`src/rtl/crc16_serial_engine.sv`:
```
// Bit-serial CRC-16 engine: shifts a captured word MSB-first through an LFSR, one bit per clock.
// Optional receive-side zero-remainder flag enabled by defining CRC_CHECK_EN.
module crc16_serial_engine #(
    parameter int                 DATA_W = 40,
    parameter int                 CRC_W  = 16,
    parameter logic [CRC_W-1:0]   POLY   = 16'h1021,
    parameter logic [CRC_W-1:0]   INIT   = 16'h0000
) (
    input  logic              clk,
    input  logic              reset,
    input  logic              start,
    input  logic [DATA_W-1:0] data,
    output logic              busy,
    output logic              done,
    output logic [CRC_W-1:0]  crc_out
`ifdef CRC_CHECK_EN
    ,
    output logic              crc_ok
`endif
);

    localparam int CNT_W = (DATA_W > 1) ? $clog2(DATA_W) : 1;

    localparam logic [0:0] IDLE  = 1'b0;
    localparam logic [0:0] SHIFT = 1'b1;

    logic [0:0]        state_q, state_d;
    logic [DATA_W-1:0] sreg_q, sreg_d;
    logic [CRC_W-1:0]  lfsr_q, lfsr_d;
    logic [CNT_W-1:0]  cnt_q, cnt_d;
    logic [CRC_W-1:0]  crc_q, crc_d;
    logic              done_q, done_d;
    logic              feedback;
    logic [CRC_W-1:0]  lfsrNext;
    logic              lastShift;

    // One division step: the outgoing LFSR MSB combined with the next data bit decides the XOR.
    always_comb begin
        feedback  = lfsr_q[CRC_W-1] ^ sreg_q[DATA_W-1];
        lfsrNext  = (lfsr_q << 1) ^ (feedback ? POLY : {CRC_W{1'b0}});
        lastShift = (cnt_q == CNT_W'(DATA_W - 1));
    end

    always_comb begin
        state_d = state_q;
        sreg_d  = sreg_q;
        lfsr_d  = lfsr_q;
        cnt_d   = cnt_q;
        crc_d   = crc_q;
        done_d  = 1'b0;
        case (state_q)
            IDLE: begin
                if (start) begin
                    sreg_d  = data;
                    lfsr_d  = INIT;
                    cnt_d   = '0;
                    state_d = SHIFT;
                end
            end
            SHIFT: begin
                sreg_d = sreg_q << 1;
                lfsr_d = lfsrNext;
                cnt_d  = cnt_q + 1'b1;
                if (lastShift) begin
                    crc_d   = lfsrNext;
                    done_d  = 1'b1;
                    state_d = IDLE;
                end
            end
            default: state_d = IDLE;
        endcase
    end

    always_ff @(posedge clk) begin
        if (reset) begin
            state_q <= IDLE;
            sreg_q  <= '0;
            lfsr_q  <= '0;
            cnt_q   <= '0;
            crc_q   <= '0;
            done_q  <= 1'b0;
        end else begin
            state_q <= state_d;
            sreg_q  <= sreg_d;
            lfsr_q  <= lfsr_d;
            cnt_q   <= cnt_d;
            crc_q   <= crc_d;
            done_q  <= done_d;
        end
    end

`ifdef CRC_CHECK_EN
    logic ok_q;

    // Zero remainder on a {payload,crc} word means the word arrived intact.
    always_ff @(posedge clk) begin
        if (reset) begin
            ok_q <= 1'b0;
        end else if (state_q == SHIFT && lastShift) begin
            ok_q <= (lfsrNext == '0);
        end
    end

    assign crc_ok = ok_q;
`endif

    assign busy    = (state_q == SHIFT);
    assign done    = done_q;
    assign crc_out = crc_q;

endmodule

```
`config.mk`:
```
export PLATFORM = sky130hd
export DESIGN_NAME = crc16_serial_engine
export DESIGN_NICKNAME = d
export VERILOG_FILES = /design/src/rtl/crc16_serial_engine.sv
export SDC_FILE = /design/constraint.sdc
export NUM_CORES = 1
export LEC_CHECK = 0
export CAP_MARGIN = 15
export CORE_UTILIZATION = 55
export CTS_BUF_LIST = sky130_fd_sc_hd__clkbuf_8
export DETAILED_ROUTE_END_ITERATION = 10
export PLACE_DENSITY = 0.85
export SLEW_MARGIN = 40
export SYNTH_ARGS = -nofsm -noshare
export SYNTH_HDL_FRONTEND = slang
export SYNTH_SLANG_ARGS = --single-unit
```
`constraint.sdc`:
```
create_clock -name clk -period 2 [get_ports clk]
set_input_delay 0.4 -clock clk [delete_from_list [all_inputs] [get_ports clk]]
set_output_delay 0.4 -clock clk [all_outputs]
set_load 0.02 [all_outputs]
```
==> results.py <==
metrics = {
    "clocking": {
        "cts_tree": "built",
        "cts_num_sinks": 80,
        "holdBufCountCts": 0,
        "cts_max_path_buffers": 2,
        "root_buffer": "clkbuf_8",
        "clock_latency_ns": 0.34,
        "ctsResizeCount": 1,
        "cts_buffers": 9,
        "htree_levels": 3,
        "cts.reportedPaths.clkPinSlew_ns": 0.08,
        "post-cts-setup-buffer-count": 0,
    },
    "pwr": {
        "share_clk_of_total_power_pct": 38.4,
        "total_internal_power_mw": 2.56,
        "power.share.switching_pct": 22.7,
        "power.ir.vdd_worst_mv": 0.467,
        "power.share.sequential_pct": 50.9,
        "p_leak_nw": 1.64,
        "power_per_cell_area_nw_per_um2": 771,
        "total_switching_power_mw": 0.750,
        "comb_power_share_pct": 10.7,
    },
    "critical_path": {
        "timing.critical_path.to_type": "output pin",
        "critical_path_arrival_ns": 1.51,
        "ff2ff_path_depth": 5,
        "kind_of_start_point_of_the_critical_path": "flip-flop",
        "critPathBufInv": 1,
        "worstPathMaxFanout": 22,
        "crit_cells": 1,
        "cp_max_delay_cell": "clkdlybuf4s50_1",
        "critical-path-max-stage-delay_ns": 0.68,
        "timing.critical_path.cells": "clkdlybuf4s50_1",
        "required_ns": 1.60,
        "path_class": "flip-flop to output pin",
        "critical_path.top_delay_family": "buffers and inverters",
    },
    "sta": {
        "worst_hold_slack_ns": 0.429,
        "finalSetupViolations": 0,
        "rsz_0062_raised_after_global_routing": "no",
        "highest_clock_frequency_the_design_can_meet_mhz": 524,
        "slew-limit-headroom_pct": 67.7,
        "report.final.hold_viol_count": 0,
        "drv_slew": 0,
        "fin_crit_sh_pct": 95.4,
        "final.setup.tns_ns": 0,
        "tightestPinTransition_ns": 0.481,
        "layout_min_cycle_time_ns": 1.91,
        "final.setup_skew_ns": 0.00724,
    },
    "logic_synthesis": {
        "netlist_top_cells_count": "80 x dfxtp_1, 80 x nand2_1, 72 x a21oi_1",
        "count_of_synthesis_stage_warnings_from_yosys": 0,
        "synth.net_count": 443,
        "seq_area_frac_synth_pct": 46.3,
        "syn-instance-count": 399,
        "yosys_register_bits": 80,
        "synth_top_area_share_pct": 46.3,
        "synthesis.area_um2": 3460,
        "ys.flop_type": "dfxtp_1",
        "synth_enable_flop_cells": 0,
        "avgSynthCellArea_um2": 8.66,
        "synth_area_leaders": "dfxtp_1 46%, mux2_2 13%, a21oi_1 10%",
        "cell_accounting_for_the_most_synthesized_area": "dfxtp_1",
        "async_reset_ff_share_pct": 0,
        "yosys.cell_types.count": 37,
    },
    "cells_and_area": {
        "nNetsFinal": 492,
        "area.sequential_um2": 1610,
        "num-fill-cells": 455,
        "multiInputGateArea_um2": 1670,
        "final_layout_size_suffix_gt1_share_pct": 15.2,
        "insertedDiodeCount": 0,
        "area_growth_pct": 24.2,
    },
    "route": {
        "remaining_drc_errors": 0,
        "avgRoutedWirePerCell_um": 14.3,
        "route.antenna.remaining_nets": 0,
        "wl_um": 7570,
        "detail_routed_via_count_per_cell": 5.54,
        "drt_first_iter_violations": 162,
        "first_pass_iters": 4,
        "detailroute.via_count": 2925,
    },
    "floorplan": {
        "floorplan.die.width_um": 81.3,
        "ioPinCount": 61,
        "core_area_um2": 5990,
        "dieArea_um2": 6610,
        "placementRows": 28,
        "initial_core_utilization_pct": 57.7,
        "fp.dieH_um": 81.3,
    },
    "min_path": {
        "hold_path.class": "input port to flip-flop",
        "whs_path_depth": 2,
    },
    "grt": {
        "antenna_found_initial": 0,
        "grt_max_degree": 59,
        "grt_overflow": 0,
        "wire_length_of_the_first_global_routing_pass_um": 12500,
        "first_global_vias": 2813,
        "gr-usage-all-layers_pct": 25.1,
    },
    "run": {
        "max_cap_violations": 0,
    },
    "placed_design": {
        "gp_congestion": 0.760,
        "place.detailed.hpwl_um": 4930,
        "buffer_ports.inserted": 60,
    },
    "outcome": {
        "run_status": "complete, no violations",
    },
}
[flip-flops by register name, indices dropped and copies added, names as in the netlist]
name and count:
done 1, crc_out 16, sreg_q 40, busy 1, cnt_q 6, lfsr_q 16
[kinds of logic after synthesis]
| kind of cell | share of synthesized area (%) |
|---|---|
| AO/OA/AOI/OAI | 14.9 |
| multiplexers | 13.3 |
| XOR/XNOR | 0.760 |
| AND/OR/NAND/NOR | 19.0 |
| adder cells (fa/ha/maj) | 0.362 |
| flip-flops | 46.3 |
| buffers and inverters | 5.32 |
[metal layers]
layer | global-route usage [%] | wire (um)
met5 | 0 | 0
met4 | 14.5 | 228
met3 | 5.17 | 383
met2 | 41.0 | 3650
met1 | 30.4 | 3300
[cells in the final DEF (no fill, tap or decap), drive strengths merged, types with 3 or more instances in the layout]
cell type,instances
mux2,39
nor2,19
clkbuf,10
nor3,4
inv,5
dfxtp,80
clkdlybuf4s50,58
a21oi,72
nor3b,15
xor2,3
nand3,14
buf,13
nand2,80
o21ai,14
[area by class of cell]
| type | count | share of cell area [%] |
|---|---|---|
| Clock inverter | 6 | 1.78 |
| Multi-Input combinational cell | 283 | 38.9 |
| Sequential cell | 80 | 37.4 |
| Timing Repair Buffer | 71 | 16.3 |
| Clock buffer | 10 | 3.21 |
| Tap cell | 75 | 2.19 |
| Inverter | 3 | 0.262 |
[power by group through the flow]
| stage | clock network (mW) | registers, mW | logic (mW) |
|---|---|---|---|
| floorplan | 0 | 1.71 | 0.231 |
| global placement | 0 | 1.72 | 0.342 |
| detailed placement | 0 | 1.72 | 0.351 |
| CTS | 1.29 | 1.68 | 0.355 |
| global route | 1.36 | 1.69 | 0.388 |
| finish | 1.27 | 1.69 | 0.353 |
[worst paths after layout]
check                   from          end  slack, ns
setup / recovery        busy         busy       0.09
hold / removal         reset    lfsr_q[4]       0.43
setup reg to reg    cnt_q[0]  crc_out[11]       0.35
hold reg to reg   sreg_q[38]   sreg_q[39]       0.45
[stage by stage]
stage,util (%),setup slack (ns),std cells,cell area (um^2),power [mW]
floorplan,-,0.650,399,3460,1.94
global placement,68.1,0.350,512,4080,2.06
detailed placement,68.1,0.342,512,4080,2.07
CTS,71.7,0.0796,528,4290,3.33
global route,71.7,0.0491,528,4290,3.44
finish,71.7,0.0911,528,4290,3.31
No activity file was read; power rests on OpenSTA's default activity.
